### src/rtl/truth_table_scanner_pkg.sv
// Shared types and constants for the truth-table scanner: FSM states, default
// vector count and the reference SoP table for the team's example function.
package scan_pkg;

   typedef enum logic [1:0] {
      IDLE   = 2'd0,
      WAIT   = 2'd1,
      SAMPLE = 2'd2,
      DONE   = 2'd3
   } state_e;

   localparam int DEF_N_IN = 4;
   localparam int N_VEC    = 2**DEF_N_IN;

   // s = ~x&y&~w | x&y&z | ~y&w, bit k is the output for vector k = {x,y,w,z}
   localparam logic [N_VEC-1:0] SOP_REF_TABLE = 16'hAC3C;

endpackage

### src/rtl/truth_table_scanner_settle_timer.sv
// Settle down-counter: load sets it to SETTLE, en counts it down to 1, and
// expire flags the last settle cycle so the FSM can move on to sampling.
module scan_settle_timer #(
   parameter int SETTLE = 1
) (
   input  logic clk,
   input  logic rst_n,
   input  logic load,
   input  logic en,
   output logic expire
);

   localparam int CW = (SETTLE < 2) ? 1 : $clog2(SETTLE + 1);

   logic [CW-1:0] cnt;

   // NOTE: sequential state uses non-blocking assignments only, so every
   // register samples the pre-edge values of its neighbours.
   always_ff @(posedge clk) begin
      if (!rst_n) begin
         cnt <= '0;
      end else if (load) begin
         cnt <= CW'(SETTLE);
      end else if (en && (cnt != CW'(1))) begin
         cnt <= cnt - CW'(1);
      end
   end

   assign expire = (cnt == CW'(1));

endmodule

### src/rtl/truth_table_scanner.sv
// Sweeps all input vectors of a boolean function block, assembles its truth
// table and compares it to an expected table. Optional macro SCAN_XCHECK_EN
// enables simulation-only detection of unknown values on s_in.
module truth_table_scanner
   import scan_pkg::*;
#(
   parameter int N_IN   = 4,
   parameter int SETTLE = 1
) (
   input  logic                 clk,
   input  logic                 rst_n,
   input  logic                 start,
   input  logic [2**N_IN-1:0]   expected,
   output logic [N_IN-1:0]      vars,
   input  logic                 s_in,
   output logic                 busy,
   output logic                 done,
   output logic [2**N_IN-1:0]   table_out,
   output logic [N_IN:0]        ones,
   output logic                 match,
   output logic [N_IN-1:0]      err_idx,
   output logic                 xflag
);

   localparam int NV = 2**N_IN;

   state_e          state;
   state_e          state_nx;
   logic [NV-1:0]   exp_q;
   logic            mismatch_q;

   logic            accept;
   logic            sample;
   logic            last_vec;
   logic            timer_load;
   logic            timer_en;
   logic            timer_expire;

   logic            s_unknown;
   logic            s_bit;
   logic            s_bad;

`ifdef SCAN_XCHECK_EN
   assign s_unknown = (s_in !== 1'b0) && (s_in !== 1'b1);
`else
   assign s_unknown = 1'b0;
`endif

   assign s_bit    = s_unknown ? 1'b0 : s_in;
   assign s_bad    = s_unknown || (s_bit != exp_q[vars]);
   assign last_vec = &vars;

   scan_settle_timer #(.SETTLE(SETTLE)) u_timer (
      .clk    (clk),
      .rst_n  (rst_n),
      .load   (timer_load),
      .en     (timer_en),
      .expire (timer_expire)
   );

   always_ff @(posedge clk) begin
      if (!rst_n) state <= IDLE;
      else        state <= state_nx;
   end

   // NOTE: defaulting every combinational output first keeps all paths
   // assigned, so no latch is inferred.
   always_comb begin
      state_nx = state;
      unique case (state)
         IDLE:    if (start)        state_nx = WAIT;
         WAIT:    if (timer_expire) state_nx = SAMPLE;
         SAMPLE:  state_nx = last_vec ? DONE : WAIT;
         DONE:    state_nx = IDLE;
         default: state_nx = IDLE;
      endcase
   end

   always_comb begin
      accept     = (state == IDLE) && start;
      sample     = (state == SAMPLE);
      timer_load = accept || (sample && !last_vec);
      timer_en   = (state == WAIT);
   end

   // Result registers; vars only moves on acceptance or a SAMPLE->WAIT step
   always_ff @(posedge clk) begin
      if (!rst_n) begin
         exp_q      <= '0;
         mismatch_q <= 1'b0;
         vars       <= '0;
         busy       <= 1'b0;
         done       <= 1'b0;
         table_out  <= '0;
         ones       <= '0;
         match      <= 1'b0;
         err_idx    <= '0;
         xflag      <= 1'b0;
      end else begin
         done <= 1'b0;
         if (accept) begin
            exp_q      <= expected;
            mismatch_q <= 1'b0;
            vars       <= '0;
            busy       <= 1'b1;
            table_out  <= '0;
            ones       <= '0;
            match      <= 1'b0;
            err_idx    <= '0;
            xflag      <= 1'b0;
         end
         if (sample) begin
            table_out[vars] <= s_bit;
            ones            <= ones + {{N_IN{1'b0}}, s_bit};
            if (s_unknown) xflag <= 1'b1;
            if (s_bad && !mismatch_q) begin
               err_idx    <= vars;
               mismatch_q <= 1'b1;
            end
            if (last_vec) begin
               done  <= 1'b1;
               busy  <= 1'b0;
               match <= !(mismatch_q || s_bad);
            end else begin
               vars <= N_IN'(vars + 1'b1);
            end
         end
      end
   end

endmodule

### config.mk
export PLATFORM = sky130hd
export DESIGN_NAME = truth_table_scanner
export DESIGN_NICKNAME = d
export VERILOG_FILES = /design/src/rtl/truth_table_scanner_pkg.sv /design/src/rtl/truth_table_scanner_settle_timer.sv /design/src/rtl/truth_table_scanner.sv
export SDC_FILE = /design/constraint.sdc
export NUM_CORES = 1
export LEC_CHECK = 0
export ABC_AREA = 1
export BUFFER_PORTS_ARGS = -buffer_cell sky130_fd_sc_hd__buf_2
export CORE_MARGIN = 4
export CORE_UTILIZATION = 56
export CTS_BUF_LIST = sky130_fd_sc_hd__clkbuf_8
export DETAILED_ROUTE_END_ITERATION = 8
export PLACE_DENSITY = 0.82
export SYNTH_ARGS = -nofsm -noshare
export SYNTH_HDL_FRONTEND = slang
export SYNTH_SLANG_ARGS = --single-unit
export TNS_END_PERCENT = 100
### constraint.sdc
create_clock -name clk -period 1.95 [get_ports clk]
set_input_delay 0.39 -clock clk [delete_from_list [all_inputs] [get_ports clk]]
set_output_delay 0.39 -clock clk [all_outputs]
set_load 0.02 [all_outputs]
# --- Word level (Yosys, flattened, before mapping) ---
# Index checks and enable logic that the tools add are counted.
word_totals:
  ff_bits: 52
  latch_bits: 0
  mem_bits_rw: 0
  romBits: 0
  in_bits: 20
  output_inout_bits: 33
  wordCells: 71
  memories: 0
classes:
  addsub: 3
  multipliers: 0
  n_div: 0
  order_cmp: 2
  n_eq_ne: 6
  n_shift: 0
  mux: 32
  bitwise_logic: 1
  reduce_logical: 16
ops:
  columns: ["operator", "n"]
  rows:
  - ["$mux 16", 3]
  - ["$mux 4", 6]
  - ["$bwmux 16", 1]
  - ["$mux 1", 14]
  - ["$mux 5", 2]
  - ["$pmux 2 s4", 1]
  - ["$mux 2", 3]
  - ["$add 5x1->5", 1]
  - ["$logic_and 1x1->1", 5]
  - ["$lt 4x5->1 const B", 1]
  - ["$add 4x1->4 const B", 1]
  - ["$bmux 1 s4", 1]
  - ["$demux 1 s4", 1]
  - ["$eq 2x2->1 const B", 2]
  - ["$ge 4x1->1 const B", 1]
  - ["$ne 2x2->1 const B", 2]
  - ["$reduce_and 2->1", 2]
  - ["$reduce_and 4->1", 1]
  - ["$reduce_bool 2->1", 2]
  - ["$logic_not 1->1", 3]
  - ["$eq 2x1->1 const B", 1]
  - ["$logic_not 2->1", 1]
  - ["$logic_or 1x1->1", 2]
  - ["$ne 1x1->1", 1]
  - ["2 further kinds", 2]

# --- Depth between registers and ports, before layout ---
# Gate-level depths: netlist of the first run.
depth:
  word_depth: 7
  mapped_depth: 13
  mapped_depth_nobuf: 13

# --- Hierarchy ---
# A second synthesis of the first run with hierarchy kept.
hier_totals:
  cells_unflattened: 308
  area_unflattened_um2: 2379.8
by_module_without_submodules:
  columns: ["mod", "n_inst", "cells_each", "area_per_inst_um2", "seq_area_each_um2"]
  rows:
  - ["truth_table_scanner", 1, 303, 2343.5, 1021.0]
  - ["scan_settle_timer", 1, 5, 36.3, 20.0]

# --- Least setup slack after synthesis of the first run ---
# Ideal clock, no wire load.
synth_timing:
  kind: "reg-to-reg"
  startpoint: "reg vars[0]"
  endpoint: "reg match"
  setup_ps: 69
  arrival_time_ps: 1487
  required_ps: 1881
  setup_slack_ps: 394
  path_stages_with_launch: 9
  period_less_slack_ps: 1556
  cell_sequence: "dfxtp_1 > ha_1 > inv_1 > nor2_1 > inv_1 > nor2_1 > nand2_1 > or2_0 > o21ai_1"
synth_via:
  elab_chain_cells: 7
  word_cells_on_any_way: 8
  classes_between: "1 x eq/ne; 4 x mux; 3 x reduce/logical"
synth_rtl:
  columns: ["element", "line_no", "text"]
  rows:
  - ["start: declaration", "truth_table_scanner.sv:14", "output logic [N_IN-1:0] vars,"]
  - ["start signal: assignment", "truth_table_scanner.sv:125", "vars <= N_IN'(vars + 1'b1);"]
  - ["$bmux 1 s4", "truth_table_scanner.sv:50", "assign s_bad = s_unknown || (s_bit != exp_q[vars]);"]
  - ["$mux 1 (not written as such)", "truth_table_scanner.sv:50", null]
  - ["$ne 1x1->1", "truth_table_scanner.sv:50", null]
  - ["$logic_or 1x1->1", "truth_table_scanner.sv:123", "match <= !(mismatch_q || s_bad);"]
  - ["$logic_not 1->1", "truth_table_scanner.sv:123", null]
  - ["$mux 1 *", "truth_table_scanner.sv:120", "if (last_vec) begin"]
  - ["$mux 1 *", "truth_table_scanner.sv:112", "if (sample) begin"]
  - ["end signal: assignment", "truth_table_scanner.sv:123", null]
  - ["end: declaration", "truth_table_scanner.sv:20", "output logic match,"]
# Every way passes the cells marked *; elsewhere a longest branch is shown, timed or not. The select of a mux whose other input is x is not followed.
# A chain may end at the register's enable or synchronous reset.

# --- Worst setup path after layout of the first run ---
layout_timing:
  startpoint: "reg vars[0]"
  endpoint: "reg err_idx[0]"
layout_via:
  elab_chain_cells: 6
layout_rtl:
  columns: ["element", "line_no", "text"]
  rows:
  - ["$bmux 1 s4", "truth_table_scanner.sv:50", null]
  - ["$mux 1 (not written as such)", "truth_table_scanner.sv:50", null]
  - ["$ne 1x1->1", "truth_table_scanner.sv:50", null]
  - ["$logic_and 1x1->1", "truth_table_scanner.sv:116", "if (s_bad && !mismatch_q) begin"]
  - ["$mux 4 *", "truth_table_scanner.sv:116", null]
  - ["$mux 4 *", "truth_table_scanner.sv:112", null]
  - ["end signal: assignment", "truth_table_scanner.sv:117", "err_idx <= vars;"]
  - ["end: declaration", "truth_table_scanner.sv:21", "output logic [N_IN-1:0] err_idx,"]
# Marks and branches as above.

==> impl_metrics.ini, run 1 <==
[grt]
maximum_number_of_pins_on_one_net_before_global_route_repair = 52
first_global_vias = 1964
grt.overflow.total = 0
grt_antenna_before_repair = 0
grt.total_usage_pct = 19.8
grt_pass1_wl_mm = 8.54

[setup_path]
critical_path.max_fanout = 10
cpMaxStageDelayCell = sky130_fd_sc_hd__dfxtp_1
cp_data_required_time_ns = 2.20
cp.depth = 13
worstReg2RegStart = vars[0]
worst_path_dominant_cell_family = simple AND/OR/NAND/NOR gates
critical_path.endpoint = err_idx[0]
start_kind = flip-flop
cpPeakStageDelay_ns = 0.47
critPathArrivalTime_ns = 1.88
reg2reg_slack_ns = 0.32
timing.critical_path.buf_inv = 1
end_kind = flip-flop
critical_path.cell_chain = buf_4 -> nand2_1 -> nand3_1 -> nand2_2 -> nand2_2 -> nand2_2 -> nor2_2 -> nand2_2 -> nand2_4 -> nand2_4 -> nand2_2 -> nand2_1 -> nor2_1
worstSetupPathType = flip-flop to flip-flop
crit_path_frequent_cell = sky130_fd_sc_hd__nand2_2
r2r_end = err_idx[0]
setup.worst_path.start = vars[0]
r2r_cells = 13

[run_status]
run_status = finished, final reports clean

[logic_synthesis]
post_synth.cell_area_avg_um2 = 7.97
sequential_fraction_of_the_synthesis_area_pct = 43.4
post_synth_inst_count = 301
yosys_warnings = 0
syn-num-nets = 327
synth.lib_cells_used.distinct = 34
mapped_area_um2 = 2400
synth.ff_latch_count = 52

[finish]
multiInputGateArea_um2 = 1130
design.final.nets = 377
layout.core_utilization_pct = 68.4
area_growth_pct = 16.5
stdcell_count = 401
antennaDiodeCount = 0
layout-drive-gt1-share_pct = 27.6
mostFrequentLayoutCells = sky130_fd_sc_hd__dfxtp_1, sky130_fd_sc_hd__buf_2, sky130_fd_sc_hd__nand2_1
most_frequent_standard_cell_in_the_layout_excluding_fill_and_tap_cells = sky130_fd_sc_hd__dfxtp_1
fillCellCount = 340
final_cell_area_um2 = 2800
layout.area.seq_um2 = 1040

[clock_network]
holdBufCountCts = 0
clock_tree_root_buffer_cell = sky130_fd_sc_hd__clkbuf_8
clock_transition_at_the_registers_of_the_reported_paths_ns = 0.09
tritoncts_clock_tree = done
clock_path_buffers = 2
cts.repair_timing.setup_buffer_count = 0
numCtsBuffers = 5
cts_resized = 0
clkLatencyLatePin_ns = 0.30
htreeDepth = 2
clock_net_sink_count = 52

[timing]
final.setup_skew_ns = 0.00857
grt_setup_unrepaired = false
max_clock_freq_mhz = 612
setup-tns-final_ns = 0
finalCriticalPeriod_ns = 1.63
report.final.setup_viol = 0
hold_viol = 0
number_of_slew_limit_violations_in_the_final_report = 0
finalCritPeriodShare_pct = 83.8

[die]
core_region_area_um2 = 4090
start_util_pct = 58.7
io-pin-count = 53
die_width_um = 73.5
die_area_um2 = 5400
die_h_um = 73.5
std_cell_rows = 23

[worst_hold_path]
min-delay-path-class = input port to flip-flop

[route]
drt_drc_violations_left = 0
dr.pass1.iters = 5
drt_first_iter_violations = 151
vias_cell = 5.39
num_vias = 2160
antenna_violating_nets_post_route = 0
drt-wirelength-per-cell_um = 13.0
detail_route.wirelength_mm = 5.22

[placed_design]
dp_hpwl_mm = 3.82
placedInstanceArea_um2 = 2700
post-place-cells = 394
port_buffers = 51
finalWeightedCongestion = 0.889

[power_and_ir_drop]
totalPowerFinal_w = 0.00209
p_leak_nw = 1.24
power.density_nw_per_um2 = 749
peakVddDrop_v = 0.000624

[flow_run]
max_cap_violations = 0
==> logic make-up (layout without fill, tap and decap cells) <==
kind of cell,Yosys count,count (layout),share of synthesized area [%]
adder cells (fa/ha/maj),6,6,3.13
AND/OR/NAND/NOR,95,95,19.2
other,1,1,0.156
flip-flops,52,52,43.4
buffers and inverters,53,103,9.59
AO/OA/AOI/OAI,94,94,24.5
==> through the flow <==
stage	setup slack [ns]	hold WS, ns
floorplan	0.394	0.429
global placement	0.383	0.440
detailed placement	0.350	0.444
CTS	0.335	0.358
global route	0.136	0.378
finish	0.317	0.359
==> routing by layer <==
metal | track usage (%) | up-vias | part of all wire [%]
met5 | 0 | - | 0
met2 | 33.3 | 48 | 47
met1 | 25.5 | 985 | 47
li1 | - | 1120 | -
met3 | 4.38 | 7 | 4.4
met4 | 5.43 | 0 | 1.2
==> where the power goes <==
group	switching [W]	leakage (nW)	internal (W)	total [W]
Sequential	0.0000219	0.424	0.00111	0.00113
Combinational	0.000207	0.771	0.000108	0.000315
Clock	0.000329	0.0503	0.000316	0.000646
==> how the worst min path moves through the flow <==
stage                 from        end  slack (ns)  cells after the start
6_report       expected[6]   exp_q[6]        0.36                      3
5_1_grt        expected[4]   exp_q[4]        0.38                      3
3_3_place_gp     exp_q[13]  exp_q[13]        0.44                      2
4_1_cts        expected[6]   exp_q[6]        0.36                      3
3_5_place_dp      exp_q[4]   exp_q[4]        0.44                      2
2_1_floorplan    exp_q[15]  exp_q[15]        0.43                      2
==> synth_stat cells, drive strengths merged <==
master	count	share of area, %
buf	11	3.0
clkbuf	5	0.78
nor2	18	4.1
a311oi	15	5.5
o21a	1	0.31
a221oi	1	0.37
o21ai	29	6.2
nand2	57	10
or2	1	0.26
ha	6	3.1
a21oi	28	5.8
clkinv	1	0.16
a21boi	3	0.94
nand4	1	0.26
o31ai	1	0.31
a22oi	15	4.7
inv	36	5.6
nand3	15	3.5
nor3	2	0.42
nand3b	1	0.31
dfxtp	52	43
a41oi	1	0.37
conb	1	0.16
==> worst register-to-register path, stage by stage (launching register included) <==
cell	delay, ns
sky130_fd_sc_hd__dfxtp_1	0.47
sky130_fd_sc_hd__buf_4	0.23
sky130_fd_sc_hd__nand2_1	0.07
sky130_fd_sc_hd__nand3_1	0.09
sky130_fd_sc_hd__nand2_2	0.06
sky130_fd_sc_hd__nand2_2	0.05
sky130_fd_sc_hd__nand2_2	0.07
sky130_fd_sc_hd__nor2_2	0.12
sky130_fd_sc_hd__nand2_2	0.07
sky130_fd_sc_hd__nand2_4	0.12
sky130_fd_sc_hd__nand2_4	0.06
sky130_fd_sc_hd__nand2_2	0.05
sky130_fd_sc_hd__nand2_1	0.04
sky130_fd_sc_hd__nor2_1	0.08
==> cell type report <==
class / instances / share of cell area [%]
clock buffers: 7 / 3.45
inverters: 37 / 4.97
multi-input cells: 196 / 40.4
flip-flops and latches: 52 / 37.2
well taps: 50 / 2.24
repair buffers: 59 / 11.7
==> registers in the layout, indices dropped and copies added, names as in the netlist, 2 cells and up <==
name	cells
err_idx	4
exp_q	16
ones	5
state	2
table_out	16
vars	4
Note: power is estimated with default switching activity, not from simulation.
==> run 2, diff against run 1 <==
- CORE_UTILIZATION: 56 -> 50
- PLACE_DENSITY: 0.82 -> 0.77
- clock period: 1.95 -> 1.4 ns (I/O delays scaled with it)
==> run 2 against run 1 <==
Compared with the run above: the flow now finishes with violations (negative setup slack); clock skew shrank 0.0065 ns; clock power is 41% higher; critical path depth down 4; maximum frequency grew 5.1%; worst setup slack worse by 0.47 ns; global-route usage is 0.51 points higher; total power rose by 47%; routed wire length up 23%; register-to-register slack got worse by 0.47 ns; final area up 15%; final cell count is 5.2% higher; sequential power is 41% higher; critical path type unchanged; critical endpoint is now match; largest power group unchanged.
==> impl_metrics.ini, run 2 (synthesis gave the netlist of run 1 again) <==
[finish]
antennaDiodeCount = 0
biggestRegsByFlops = exp_q x16, table_out x16, ones x5
final_cell_area_um2 = 3210
area_growth_pct = 33.8
mostFrequentLayoutCells = sky130_fd_sc_hd__buf_2, sky130_fd_sc_hd__dfxtp_1, sky130_fd_sc_hd__nand2_1
layout.core_utilization_pct = 71.3
layout-drive-gt1-share_pct = 42.7
most_frequent_standard_cell_in_the_layout_excluding_fill_and_tap_cells = sky130_fd_sc_hd__buf_2
design.final.nets = 396

[setup_path]
cpPeakStageDelay_ns = 0.42
r2r_cells = 9
timing.critical_path.buf_inv = 3
critPathArrivalTime_ns = 1.80
r2r_end = match
worstReg2RegStart = vars[0]
cp_data_required_time_ns = 1.65
worst_path_dominant_cell_family = simple AND/OR/NAND/NOR gates
critical_path.cell_chain = buf_4 -> ha_4 -> inv_1 -> nor2_1 -> inv_2 -> nor2_4 -> nand2_2 -> or2_0 -> o21ai_1
worstSetupPathType = flip-flop to flip-flop
critical_path.max_fanout = 6
reg2reg_slack_ns = -0.15
start_kind = flip-flop
cpMaxStageDelayCell = sky130_fd_sc_hd__dfxtp_4
end_kind = flip-flop

[clock_network]
clock_tree_root_buffer_cell = sky130_fd_sc_hd__clkbuf_8
numCtsBuffers = 5
clock_path_buffers = 2
holdBufCountCts = 0
clock_net_sink_count = 52
tritoncts_clock_tree = done
clkLatencyLatePin_ns = 0.31
clock_transition_at_the_registers_of_the_reported_paths_ns = 0.09
htreeDepth = 2

[route]
dr.pass1.iters = 5
detail_route.wirelength_mm = 6.41
drt_first_iter_violations = 147
antenna_violating_nets_post_route = 0
drt_drc_violations_left = 0
drt-wirelength-per-cell_um = 15.2
num_vias = 2351
vias_cell = 5.57

[power_and_ir_drop]
peakVddDrop_v = 0.000660
power_report.internal_total_w = 0.00220
totalPowerFinal_w = 0.00307
power.share.switching_pct = 28.3
p_leak_nw = 1.38
power.density_nw_per_um2 = 958
power_spent_charging_and_discharging_nets_w = 0.000870
p_seq_share_pct = 51.6
p_comb_share_pct = 18.8
clkPwrFrac_pct = 29.6

[worst_hold_path]
holdPathStages = 3
worstHoldEndpoint = exp_q[10]
min-delay-path-class = input port to flip-flop
min_from = expected[10]

[timing]
setup-tns-final_ns = -1.33
grt_setup_unrepaired = true
final.setup_skew_ns = 0.00203
layout_setup_ws_ns = -0.155
finalCritPeriodShare_pct = 111
max_clock_freq_mhz = 643
report.final.setup_viol = 16
number_of_slew_limit_violations_in_the_final_report = 0
hold_viol = 0
finalCriticalPeriod_ns = 1.55
hold_slack_ns = 0.244

[die]
die_width_um = 77.3
start_util_pct = 53.3
core_region_area_um2 = 4500
die_h_um = 77.3
std_cell_rows = 24
io-pin-count = 53
die_area_um2 = 5970

[placed_design]
finalWeightedCongestion = 0.904
placedInstanceArea_um2 = 2840
port_buffers = 51
dp_hpwl_mm = 4.09

[flow_run]
max_cap_violations = 0

[grt]
grt_antenna_before_repair = 0
grt_pass1_wl_mm = 9.85
first_global_vias = 2172
grt.overflow.total = 0
grt.total_usage_pct = 20.3
maximum_number_of_pins_on_one_net_before_global_route_repair = 31

[run_status]
run_status = finished with violations
violations_in_the_final_reports = negative setup slack
[run 2: cell types whose count changed in the layout (fill, tap and decap cells not counted), moves of 4 or more]
cell and change:
sky130_fd_sc_hd__buf_4 +15, sky130_fd_sc_hd__nand2_1 -11, sky130_fd_sc_hd__nand2_2 +8, sky130_fd_sc_hd__a22oi_1 -7
sky130_fd_sc_hd__a22oi_2 +7, sky130_fd_sc_hd__a311oi_1 -6, sky130_fd_sc_hd__a311oi_2 +6, sky130_fd_sc_hd__nand3_1 -5
sky130_fd_sc_hd__nand3_2 +5, sky130_fd_sc_hd__dfxtp_1 -4, sky130_fd_sc_hd__nor2_4 +4
[run 2: layout make-up]
class,count,area [µm²]
clock buffer,7,96.3
fill,347,1290
inverter,37,154
multi-input combinational,196,1350
sequential,52,1050
tap,52,65.1
timing repair buffer,78,494
[run 2: tightest hold or removal path, delay by kind of cell]
family,cells,cell delay [ns]
AO/OA/AOI/OAI,2,0.17
buffers and inverters,1,0.07
[run 2: metrics by stage]
step,worst slack [ns],std cells
floorplan,0.0269,301
global placement,-0.0328,411
detailed placement,-0.0826,411
CTS,-0.0542,419
global route,-0.276,422
finish,-0.155,422
[run 2: routing by layer]
| layer | global-route usage [%] | vias up | wire length [µm] |
|---|---|---|---|
| met5 | 0 | - | 0 |
| met4 | 6.94 | 0 | 189 |
| met3 | 5.50 | 20 | 296 |
| met2 | 33.9 | 67 | 3260 |
| met1 | 25.2 | 1107 | 2670 |
| li1 | - | 1157 | - |
[run 2: how the worst max path moves through the flow]
| stage | start | endpoint | slack (ns) | cells after the start |
|---|---|---|---|---|
| 2_1_floorplan | vars[1] | err_idx[0] | 0.03 | 12 |
| 3_3_place_gp | vars[0] | err_idx[0] | -0.03 | 12 |
| 3_5_place_dp | vars[0] | err_idx[2] | -0.08 | 10 |
| 4_1_cts | vars[0] | err_idx[0] | -0.05 | 12 |
| 5_1_grt | vars[0] | match | -0.28 | 9 |
| 6_report | vars[0] | match | -0.15 | 9 |
[run 2: repair_timing]
action | in CTS | in global routing
endpoints found under the setup margin | 14 | 26
setup buffers | 1 | 3
cloned | 0 | 0
pin swaps | 1 | 26
resized for setup | 8 | 52
[run 2: power groups by stage]
stage	clock network (W)	registers (W)	logic, W
CTS	0.000931	0.00158	0.000493
global placement	0	0.00161	0.000470
global route	0.000995	0.00159	0.000636
finish	0.000911	0.00159	0.000579
detailed placement	0	0.00162	0.000479
floorplan	0	0.00162	0.000309
